<file path="src/rtl/pipe_hazard_ctrl_pkg.sv">
// Shared types and constants for the pipeline sequencer: FSM state codes,
// the per-stage load-enable bundle and the hard-wired zero register index.
package pipe_pkg;

    typedef enum logic [1:0] {
        BOOT     = 2'd0,
        RUN      = 2'd1,
        MEM_WAIT = 2'd2
    } pipe_state_e;

    localparam logic [1:0] ST_BOOT     = BOOT;
    localparam logic [1:0] ST_RUN      = RUN;
    localparam logic [1:0] ST_MEM_WAIT = MEM_WAIT;

    typedef struct packed {
        logic pc;
        logic if_id;
        logic id_exe;
        logic exe_mem;
        logic mem_wb;
    } stage_en_t;

    localparam stage_en_t EN_NONE = 5'b00000;
    localparam stage_en_t EN_ALL  = 5'b11111;
    // ID/EXE still loads (a bubble) and everything downstream keeps moving.
    localparam stage_en_t EN_HOLD_FRONT = 5'b00111;

    localparam logic [4:0] REG_ZERO = 5'd0;

endpackage

</file>
<file path="src/rtl/pipe_hazard_ctrl_hazard_cmp.sv">
// Dependency detector for one producer stage: flags when that stage will write
// a non-zero register that the instruction in ID actually reads.
module hazard_cmp
    import pipe_pkg::*;
(
    input  logic [4:0] rd,
    input  logic       reg_write,
    input  logic [4:0] rs1,
    input  logic [4:0] rs2,
    input  logic       rs1_used,
    input  logic       rs2_used,
    output logic       match
);

    assign match = reg_write && (rd != REG_ZERO) &&
                   ((rs1_used && (rd == rs1)) || (rs2_used && (rd == rs2)));

endmodule

</file>
<file path="src/rtl/pipe_hazard_ctrl.sv">
// Pipeline sequencer: boot freeze, data-memory wait, branch squash and RAW stall.
// Define HAZ_FORWARD_EN when the EXE/MEM forwarding network is present.
module pipe_hazard_ctrl
    import pipe_pkg::*;
#(
    parameter int BOOT_CYCLES = 4,
    parameter int CNT_W       = 32
) (
    input  logic             clk,
    input  logic             rst_n,
    input  logic [4:0]       rs1_id,
    input  logic [4:0]       rs2_id,
    input  logic             rs1_used_id,
    input  logic             rs2_used_id,
    input  logic [4:0]       rd_exe,
    input  logic [4:0]       rd_mem,
    input  logic [4:0]       rd_wb,
    input  logic             reg_write_exe,
    input  logic             reg_write_mem,
    input  logic             reg_write_wb,
    input  logic             mem_read_exe,
    input  logic             branch_taken_exe,
    input  logic             dmem_req,
    input  logic             dmem_ready,
    output logic             pc_en,
    output logic             if_id_en,
    output logic             id_exe_en,
    output logic             exe_mem_en,
    output logic             mem_wb_en,
    output logic             if_id_flush,
    output logic             id_exe_flush,
    output logic             pc_redirect,
    output logic [CNT_W-1:0] stall_cnt,
    output logic [CNT_W-1:0] flush_cnt,
    output logic             busy
);

    localparam int BW = (BOOT_CYCLES > 1) ? $clog2(BOOT_CYCLES) : 1;

    logic [1:0]       state_q, state_d;
    logic [BW-1:0]    boot_cnt_q, boot_cnt_d;
    logic [CNT_W-1:0] stall_cnt_q, flush_cnt_q;
    logic             busy_q;
    logic             stall_inc, flush_inc, run_eval, hazard;
    stage_en_t        en;

    // Producer stages in order EXE, MEM, WB.
    logic [4:0] rd_stage [3];
    logic [2:0] wr_stage;
    logic [2:0] match_stage;

    assign rd_stage[0] = rd_exe;
    assign rd_stage[1] = rd_mem;
    assign rd_stage[2] = rd_wb;
    assign wr_stage    = {reg_write_wb, reg_write_mem, reg_write_exe};

    genvar gi;
    generate
        for (gi = 0; gi < 3; gi++) begin : g_cmp
            hazard_cmp u_cmp (
                .rd        (rd_stage[gi]),
                .reg_write (wr_stage[gi]),
                .rs1       (rs1_id),
                .rs2       (rs2_id),
                .rs1_used  (rs1_used_id),
                .rs2_used  (rs2_used_id),
                .match     (match_stage[gi])
            );
        end
    endgenerate

`ifdef HAZ_FORWARD_EN
    // Only a load in EXE cannot be forwarded in time.
    assign hazard = mem_read_exe && match_stage[0];
    logic [1:0] unused_match;
    assign unused_match = match_stage[2:1];
`else
    assign hazard = |match_stage;
    logic unused_mem_read;
    assign unused_mem_read = mem_read_exe;
`endif

    always_comb begin
        en           = EN_NONE;
        if_id_flush  = 1'b1;
        id_exe_flush = 1'b1;
        pc_redirect  = 1'b0;
        state_d      = state_q;
        boot_cnt_d   = boot_cnt_q;
        stall_inc    = 1'b0;
        flush_inc    = 1'b0;
        run_eval     = 1'b0;

        case (state_q)
            ST_BOOT: begin
                if (boot_cnt_q == '0) state_d = ST_RUN;
                else                  boot_cnt_d = boot_cnt_q - 1'b1;
            end
            ST_MEM_WAIT: begin
                if_id_flush  = 1'b0;
                id_exe_flush = 1'b0;
                if (dmem_ready) begin
                    state_d  = ST_RUN;
                    run_eval = 1'b1;
                end else begin
                    stall_inc = 1'b1;
                end
            end
            ST_RUN:  run_eval = 1'b1;
            default: state_d = ST_BOOT;
        endcase

        // The ready cycle out of MEM_WAIT shares this path with RUN.
        if (run_eval) begin
            if_id_flush  = 1'b0;
            id_exe_flush = 1'b0;
            if (dmem_req && !dmem_ready) begin
                stall_inc = 1'b1;
                state_d   = ST_MEM_WAIT;
            end else if (branch_taken_exe) begin
                en           = EN_ALL;
                pc_redirect  = 1'b1;
                if_id_flush  = 1'b1;
                id_exe_flush = 1'b1;
                flush_inc    = 1'b1;
            end else if (hazard) begin
                en           = EN_HOLD_FRONT;
                id_exe_flush = 1'b1;
                stall_inc    = 1'b1;
            end else begin
                en = EN_ALL;
            end
        end
    end

    always_ff @(posedge clk or negedge rst_n) begin
        if (!rst_n) begin
            state_q     <= ST_BOOT;
            boot_cnt_q  <= BW'(BOOT_CYCLES - 1);
            stall_cnt_q <= '0;
            flush_cnt_q <= '0;
            busy_q      <= 1'b1;
        end else begin
            state_q     <= state_d;
            boot_cnt_q  <= boot_cnt_d;
            stall_cnt_q <= stall_cnt_q + CNT_W'(stall_inc);
            flush_cnt_q <= flush_cnt_q + CNT_W'(flush_inc);
            busy_q      <= (state_d != ST_RUN);
        end
    end

    assign pc_en      = en.pc;
    assign if_id_en   = en.if_id;
    assign id_exe_en  = en.id_exe;
    assign exe_mem_en = en.exe_mem;
    assign mem_wb_en  = en.mem_wb;
    assign stall_cnt  = stall_cnt_q;
    assign flush_cnt  = flush_cnt_q;
    assign busy       = busy_q;

endmodule

</file>
<file path="config.mk">
export PLATFORM = sky130hd
export DESIGN_NAME = pipe_hazard_ctrl
export DESIGN_NICKNAME = d
export VERILOG_FILES = /design/src/rtl/pipe_hazard_ctrl_pkg.sv /design/src/rtl/pipe_hazard_ctrl_hazard_cmp.sv /design/src/rtl/pipe_hazard_ctrl.sv
export SDC_FILE = /design/constraint.sdc
export NUM_CORES = 1
export LEC_CHECK = 0
export CAP_MARGIN = 20
export CORE_UTILIZATION = 40
export DETAILED_ROUTE_END_ITERATION = 16
export GPL_TIMING_DRIVEN = 0
export PLACE_DENSITY = 0.73
export SYNTH_ARGS = -nofsm -noshare
export SYNTH_HDL_FRONTEND = slang
export SYNTH_SLANG_ARGS = --single-unit
</file>
<file path="constraint.sdc">
create_clock -name clk -period 5.75 [get_ports clk]
set_input_delay 1.725 -clock clk [delete_from_list [all_inputs] [get_ports clk]]
set_output_delay 1.725 -clock clk [all_outputs]
set_load 0.03 [all_outputs]
</file>
==> flow_summary.toml, run 1 <==
[outcome]
status = "finished clean"

[routing]
vias = 2796
drtAntennaViolNets = 0
drc_errors = 0
routedWlPerCell_um = 13.81
first_pass_iters = 4
drt_iter0_drc = 82
via_per_inst = 5.084
routed_wl_um = 7595

[setup_path]
worstReg2RegStart = "state_q[0]"
path_cells = "clkdlybuf4s50_1 > o21ai_0 > a21oi_1 > and2_1 > or2_2 > clkdlybuf4s50_1"
regToRegEndpoint = "flush_cnt[30]"
endpoint_kind = "primary output"
critPathKind = "in -> out"
startpoint = "dmem_ready"
r2r_cells = 14
cp_max_fo = 6
cp_common_cell = "clkdlybuf4s50_1"
cp.arrival_ps = 3820
required_ps = 4030
max_stage_delay_ps = 660
regToRegSetupSlack_ps = 2420
cp-start-kind = "input pin"
cp_slowest_cell = "clkdlybuf4s50_1"

[synth]
ys_types = 38
synth_top_cell_by_area = "dfrtp_1"
synthFlopType = "dfrtp_1"
synth_top_area_frac = 0.4671
yosysSeqAreaShare = 0.4894
syn_nets = 368
syn_area_per_cell_um2 = 10.98
synth_edf_count = 0
async_reset_ff_frac = 1.000
ys_ff_latch = 69
synthTopCellsByArea = "dfrtp_1 (47%), xnor2_1 (13%), xor2_1 (9.9%), ha_1 (3.5%), nand3_1 (3.3%)"
syn_inst = 322
synthesis.area_mm2 = 0.003536
ys_warn_count = 0

[pwr]
p_total_mw = 1.625
p_sw_frac = 0.3416
ir_worst_vdd_mv = 0.2934
p_seq_frac = 0.358
pwr-share-comb = 0.346
leakagePower_nw = 2.161
power.internal_mw = 1.070
powerDensity_mw_per_mm2 = 326.1
pwr-share-clk = 0.297
p_sw_uw = 555.1

[placement]
io_buffers = 107
pre_cts_ws_ps = -151.1
dpl_cell_area_mm2 = 0.004736
hpwl_um = 5824
place.gp.congestion = 0.8360

[grt]
track_usage = 0.1798
grt_max_degree = 70
grt_pass1_wl_um = 12740
grt_pass1_vias = 2758
overflow = 0
antenna_found_initial = 0

[die]
io-pin-count = 109
core-area_mm2 = 0.008382
die_w_um = 96.02
initial_core_util = 0.4219
die_h_um = 96.02
rows = 33
die_area_mm2 = 0.009220

[cts]
clk_latency_ps = 330
cts_buffers = 9
ctsHoldBuffers = 0
clk_pin_slew_ps = 70
cts-root-buf = "clkbuf_8"
htree_levels = 3
tritoncts = "yes"
cts_num_sinks = 69
cts_resized = 3
postCtsSetupRepairBufs = 0
clock_path_buffers = 2

[timing]
rsz0062_at_grt = "no"
drv_slew = 0
slew_headroom = 0.4365
fmax_mhz = 180.4
setup_ws_ps = 206.0
setup_viol = 0
fin_skew_ps = 10.29
fin_crit_sh = 0.9642
tns_ps = 0
finalHoldViolCount = 0
worst_slew_pin_slew_ps = 845.3
final.min_clock_period_ps = 5544

[cells_and_area]
antennaDiodeCount = 0
fillers = 699
final_area_mm2 = 0.004982
final_layout_size_suffix_gt1_frac = 0.08539
layout.nets = 486
area_delta_synth_final_pct = 40.91

[min_path]
min_path_type = "reg -> reg"
hold_start = "stall_cnt[31]"
hold_end = "stall_cnt[31]"
hold_depth = 1

[run]
timing.max_cap.violations = 0
==> layout make-up <==
class	instances	area (um2)	area share
flip-flops and latches	69	1730	0.3473
clock inverters	5	106.4	0.02135
repair buffers	107	1061	0.2130
well taps	105	131.4	0.02637
plain buffers	4	27.53	0.005525
clock buffers	11	141.4	0.02838
inverters	8	30.03	0.006027
multi-input cells	241	1754	0.3521
==> logic make-up (layout without fill, tap and decap cells) <==
kind of cell | Yosys count | after routing | share of synthesized area
AND/OR/NAND/NOR | 122 | 122 | 0.2031
adder cells (fa/ha/maj) | 10 | 10 | 0.03539
AO/OA/AOI/OAI | 18 | 18 | 0.03044
buffers and inverters | 12 | 135 | 0.01628
flip-flops | 69 | 69 | 0.4894
XOR/XNOR | 91 | 91 | 0.2254
==> through the flow <==
stage	instances	hold slack, ps	utilization
floorplan	322	459.4	-
global placement	534	457.9	0.5653
detailed placement	534	455.7	0.5650
CTS	550	469.1	0.5941
global route	550	479.9	0.5944
finish	550	467.1	0.5944
==> cells in the mapped netlist (2+ instances only) <==
library cell	n
dfrtp_1	66
xnor2_1	51
xor2_1	40
nand3_1	23
nand2_1	22
nor2_1	16
nand4_1	12
ha_1	10
inv_1	8
nor4_1	8
o21ai_0	8
and3_1	7
a21oi_1	4
and2_1	4
and4_1	4
buf_4	3
dfstp_2	3
nand2b_1	3
nor3_1	3
or4_1	3
a32oi_1	2
and2b_1	2
and4_2	2
nand3_2	2
nor4_4	2
or2_2	2
==> critical path, delay by kind of cell <==
family / cells / cell delay, ps
buffers and inverters: 2 / 1200
AOI/OAI and AO/OA: 2 / 480
and+or+nand+nor: 2 / 420
==> power by group through the flow <==
stage | Combinational [mW] | Sequential, mW | Clock, mW
floorplan | 0.268 | 0.653 | 0
global placement | 0.575 | 0.587 | 0
detailed placement | 0.579 | 0.589 | 0
CTS | 0.569 | 0.582 | 0.495
global route | 0.607 | 0.591 | 0.518
finish | 0.561 | 0.581 | 0.482
==> cells in the final DEF, fill, tap and decap left out, drive strengths merged, types with 2 or more instances in the layout <==
| cell type | instances |
|---|---|
| a21oi | 4 |
| a32oi | 2 |
| and2 | 4 |
| and2b | 2 |
| and3 | 8 |
| and4 | 7 |
| buf | 5 |
| bufinv | 3 |
| clkbuf | 12 |
| clkdlybuf4s50 | 103 |
| dfrtp | 66 |
| dfstp | 3 |
| dlygate4sd2 | 2 |
| ha | 10 |
| inv | 9 |
| nand2 | 22 |
| nand2b | 3 |
| nand3 | 25 |
| nand4 | 12 |
| nor2 | 16 |
| nor3 | 4 |
| nor4 | 10 |
| o21ai | 8 |
| or2 | 3 |
| or4 | 3 |
| xnor2 | 51 |
| xor2 | 40 |
==> sequential cells by signal, indices dropped and copies added, names as in the netlist <==
register,flops
state_q,2
busy,1
stall_cnt,32
flush_cnt,32
boot_cnt_q,2
==> layer usage <==
metal,wire (um),track usage,up-vias
met4,129,0.06716,0
met2,3512,0.2884,101
met5,0,0,-
met3,563,0.05845,14
li1,-,-,1345
met1,3390,0.2252,1336
==> worst max-delay path by stage <==
stage | endpoint | slack (ps) | cells past startpoint
floorplan | if_id_flush | 790 | 4
global placement | pc_en | -130 | 8
detailed placement | pc_en | -150 | 8
CTS | pc_en | 110 | 9
global route | if_id_flush | 20 | 6
finish | if_id_flush | 210 | 6
No activity file was read; power rests on OpenSTA's default activity.
==> inputs of run 2 (changes only) <==
GPL_ROUTABILITY_DRIVEN = 0   (was not set)
==> flow_summary.toml, run 2 (synthesized netlist as in run 1, its figures left out) <==
[timing]
setup_ws_ps = 100.8
slew_headroom = 0.4350
setup_viol = 0
fin_crit_sh = 0.9825
fmax_mhz = 177.0
drv_slew = 0
final.min_clock_period_ps = 5649
finalHoldViolCount = 0
fin_skew_ps = 6.912
worst_slew_pin_slew_ps = 847.5
rsz0062_at_grt = "no"

[setup_path]
cp_max_fo = 3
endpoint = "pc_en"
crit_family = "buffers and inverters"
r2r_cells = 14
critPathKind = "in -> out"
cp_slowest_cell = "clkdlybuf4s50_1"
cp_num_buf_inv = 3
cp-start-kind = "input pin"
worstReg2RegStart = "state_q[0]"
endpoint_kind = "primary output"
path_cells = "clkdlybuf4s50_1 > xor2_1 > nor4_1 > a32oi_1 > o22ai_1 > nor2_1 > o21a_1 > buf_4 > dlygate4sd2_1"
path_depth = 9
startpoint = "rs1_id[3]"
cp.arrival_ps = 3920
required_ps = 4030
max_stage_delay_ps = 510
regToRegEndpoint = "flush_cnt[30]"
regToRegSetupSlack_ps = 2390

[grt]
overflow = 0
grt_max_degree = 70
antenna_found_initial = 0
grt_pass1_wl_um = 12650
track_usage = 0.1801
grt_pass1_vias = 2812

[die]
die_h_um = 96.02
core-area_mm2 = 0.008382
rows = 33
initial_core_util = 0.4219
die_w_um = 96.02
die_area_mm2 = 0.009220
io-pin-count = 109

[cells_and_area]
layout_commonest_cell = "clkdlybuf4s50_1"
area_delta_synth_final_pct = 39.28
layout.nets = 486
layout.cells.non_filler = 550
antennaDiodeCount = 0
final_util = 0.5876
final_cell_mix = "clkdlybuf4s50_1 (103), dfrtp_1 (66), xnor2_1 (51), xor2_1 (40), nand3_1 (23)"
final_layout_size_suffix_gt1_frac = 0.07865

[routing]
drt_iter0_drc = 58
drc_errors = 0
routedWlPerCell_um = 14.05
via_per_inst = 5.105
vias = 2808
first_pass_iters = 4
drtAntennaViolNets = 0
routed_wl_um = 7725

[pwr]
ir_worst_vdd_mv = 0.3039
leakagePower_nw = 2.137
p_total_mw = 1.532
powerDensity_mw_per_mm2 = 311.1

[outcome]
status = "finished clean"

[cts]
cts_buffers = 9
cts_num_sinks = 69
ctsHoldBuffers = 0
cts-root-buf = "clkbuf_8"
clk_latency_ps = 330
tritoncts = "yes"
clk_pin_slew_ps = 70
clock_path_buffers = 2
htree_levels = 3

[placement]
io_buffers = 107
placed_cells_incl_taps = 534
pre_cts_ws_ps = -155.7
hpwl_um = 5965

[min_path]
min_path_type = "reg -> reg"
hold_depth = 1

[run]
timing.max_cap.violations = 0
[run 2: repair_timing]
item / CTS / global route
buffers inserted: 0 / 0
setup endpoints to repair: 3 / 0
resized for setup: 3 / 0
[run 2: stage by stage]
stage	instance area, um2	TNS [ps]	hold slack (ps)
2_1_floorplan	3536	0	459.4
3_3_place_gp	4738	-142.4	458.0
3_5_place_dp	4736	-202.6	455.7
4_1_cts	4925	0	469.3
5_1_grt	4925	0	480.0
6_report	4925	0	465.7
[run 2: where the power goes]
part	internal (mW)	leakage, nW	total, mW	switching, mW
combinational	0.237	1.12	0.569	0.332
clock	0.211	0.0964	0.384	0.173
sequential	0.532	0.925	0.580	0.0471
total	0.981	2.14	1.53	0.551
[run 2: metal layers]
metal,vias to the layer above,share of wire,GRT usage
li1,1344,-,-
met1,1356,0.41,0.2030
met2,94,0.49,0.3085
met3,14,0.077,0.06477
met4,0,0.021,0.07214
met5,-,0,0
[run 2: how the worst min path moves through the flow]
| stage | start | endpoint | slack [ps] |
|---|---|---|---|
| floorplan | boot_cnt_q[1] | boot_cnt_q[1] | 460 |
| global placement | stall_cnt[31] | stall_cnt[31] | 460 |
| detailed placement | stall_cnt[31] | stall_cnt[31] | 460 |
| CTS | stall_cnt[31] | stall_cnt[31] | 470 |
| global route | stall_cnt[31] | stall_cnt[31] | 480 |
| finish | stall_cnt[31] | stall_cnt[31] | 470 |
[run 2: layout make-up]
| cell class | count | area, um2 |
|---|---|---|
| sequential | 69 | 1730 |
| clock buffer | 12 | 145.1 |
| tap | 105 | 131.4 |
| clock inverter | 4 | 47.55 |
| buffer | 4 | 27.53 |
| fill | 720 | 3457 |
| multi-input combinational | 241 | 1748 |
| inverter | 8 | 30.03 |
| timing repair buffer | 107 | 1065 |
==> inputs of run 3 (changes only) <==
ABC_AREA = 1   (was not set)
CORE_UTILIZATION = 30   (was 40)
PLACE_DENSITY = 0.56   (was 0.73)
==> flow_summary.toml, run 3 <==
[synth]
ys_ff_latch = 69
synth_top_cell_by_area = "dfrtp_1"
synthTopCellsByArea = "dfrtp_1 (39%), nand2_1 (14%), xor2_1 (8.4%), inv_1 (5.9%), nor2_1 (4.6%)"
synthFlopType = "dfrtp_1"
ys_warn_count = 0
synth_edf_count = 0
syn_nets = 586
syn_area_per_cell_um2 = 7.906
yosysMostFrequentCell = "nand2_1"
syn_inst = 540
yosysSeqAreaShare = 0.4053
async_reset_ff_frac = 1.000
synth_common_cells = "nand2_1 (162), inv_1 (67), dfrtp_1 (66), nor2_1 (52), xor2_1 (41)"
synthesis.area_mm2 = 0.004269
synth_top_area_frac = 0.3869
ys_types = 29

[timing]
slew_headroom = 0.4089
fin_crit_sh = 0.9609
setup_viol = 0
tns_ps = 0
fmax_mhz = 181.0
finalHoldViolCount = 0
drv_slew = 0
hold-worst-slack_ps = 478.2
rsz0062_at_grt = "no"
final.min_clock_period_ps = 5525
fin_skew_ps = 5.308
worst_slew_pin_slew_ps = 886.6

[min_path]
hold_depth = 1
hold_start = "flush_cnt[31]"
hold_end = "flush_cnt[31]"
min_path_type = "reg -> reg"

[cts]
cts_num_sinks = 69
cts-root-buf = "clkbuf_16"
clk_latency_ps = 330
clk_pin_slew_ps = 50
cts_buffers = 9
tritoncts = "yes"
htree_levels = 3
clock_path_buffers = 2

[routing]
routedWlPerCell_um = 12.41
via_per_inst = 4.490
drc_errors = 0
drtAntennaViolNets = 0
first_pass_iters = 4
drt_iter0_drc = 190
vias = 3785
routed_wl_um = 10460

[die]
io-pin-count = 109
initial_core_util = 0.3076
rows = 43
die_area_mm2 = 0.01471
core-area_mm2 = 0.01388
die_w_um = 121.3
die_h_um = 121.3

[cells_and_area]
layout_commonest_cell = "nand2_1"
final_cell_mix = "nand2_1 (162), clkdlybuf4s50_1 (105), inv_1 (67), dfrtp_1 (66), nor2_1 (52)"
area_delta_synth_final_pct = 37.25
final_util = 0.4221
final_layout_size_suffix_gt1_frac = 0.1011
layout.nets = 704
antennaDiodeCount = 0

[grt]
overflow = 0
grt_max_degree = 70
track_usage = 0.1513
grt_pass1_vias = 3724
antenna_found_initial = 0
grt_pass1_wl_um = 17450

[pwr]
powerDensity_mw_per_mm2 = 286.5
p_total_mw = 1.679
ir_worst_vdd_mv = 0.1323
leakagePower_nw = 2.891

[run]
timing.max_cap.violations = 0

[setup_path]
regToRegSetupSlack_ps = 2770
cp.arrival_ps = 3800
required_ps = 4030
endpoint_kind = "primary output"
worstReg2RegStart = "state_q[0]"
cp_common_cell = "nand2_1"
max_stage_delay_ps = 670
cp_slowest_cell = "clkdlybuf4s50_1"
critPathKind = "in -> out"
path_cells = "clkdlybuf4s50_1 > inv_1 > nand2_1 > nand2_1 > nor2_1 > nand3_1 > nand2_1 > nand2_1 > nand3_1 > nand2_1 > nand3_1 > clkdlybuf4s50_1"
cp_max_fo = 4
cp-start-kind = "input pin"
regToRegEndpoint = "flush_cnt[30]"
r2r_cells = 18

[outcome]
status = "finished clean"

[placement]
hpwl_um = 8391
io_buffers = 107
run 3: metrics by stage:
step           worst slack [ps]  cells  area, um2
3_3_place_gp              141.8    827       5565
3_5_place_dp              166.0    827       5563
4_1_cts                   156.6    843       5857
5_1_grt                   70.01    843       5859
2_1_floorplan             589.3    540       4269
6_report                  224.6    843       5859
run 3: area by class of cell:
cell class	instances	area [um2]
flip-flops and latches	69	1730
multi-input cells	392	2231
inverters	76	285.3
plain buffers	3	22.52
clock buffers	12	246.5
well taps	180	225.2
fillers	1384	8021
repair buffers	107	1071
clock inverters	4	47.55
run 3: cell families after synthesis:
group	Yosys count	share of synthesized area
xor gates and xnor gates	60	0.1231
and+or+nand+nor	309	0.3538
buffers and inverters	79	0.07210
AOI/OAI and AO/OA	13	0.01641
adders and majority gates	10	0.02931
DFF	69	0.4053
run 3: metal layers:
layer,track usage,up-vias,share of wire
li1,-,1921,-
met1,0.1993,1742,0.47
met2,0.2461,107,0.47
met3,0.03102,15,0.048
met4,0.04938,0,0.015
met5,0,-,0
run 3: critical path: cells and delay by family:
kind | cells | cell delay, ps
buffers and inverters | 3 | 1320
and+or+nand+nor | 9 | 730
run 3: worst max path at each step:
stage	start	slack (ps)	to	cells after the start
final	rs2_id[2]	220	id_exe_flush	12
after global placement	rs2_id[3]	140	pc_en	11
after floorplan	dmem_ready	590	id_exe_flush	8
after CTS	rs1_id[4]	160	pc_en	12
after detailed placement	rs1_id[4]	170	pc_en	12
after global routing	rs2_id[3]	70	if_id_en	10
run 3: power by group:
group	leakage [nW]	switching, mW	internal, mW	total (mW)
clock	0.143	0.200	0.346	0.546
combinational	1.86	0.324	0.221	0.545
sequential	0.893	0.0512	0.537	0.588
total	2.89	0.575	1.10	1.68
run 3: repair_timing:
item,CTS,global route
hold buffers,0,0
endpoints found under the setup margin,0,1
gates resized for setup,0,1
buffers inserted,0,0
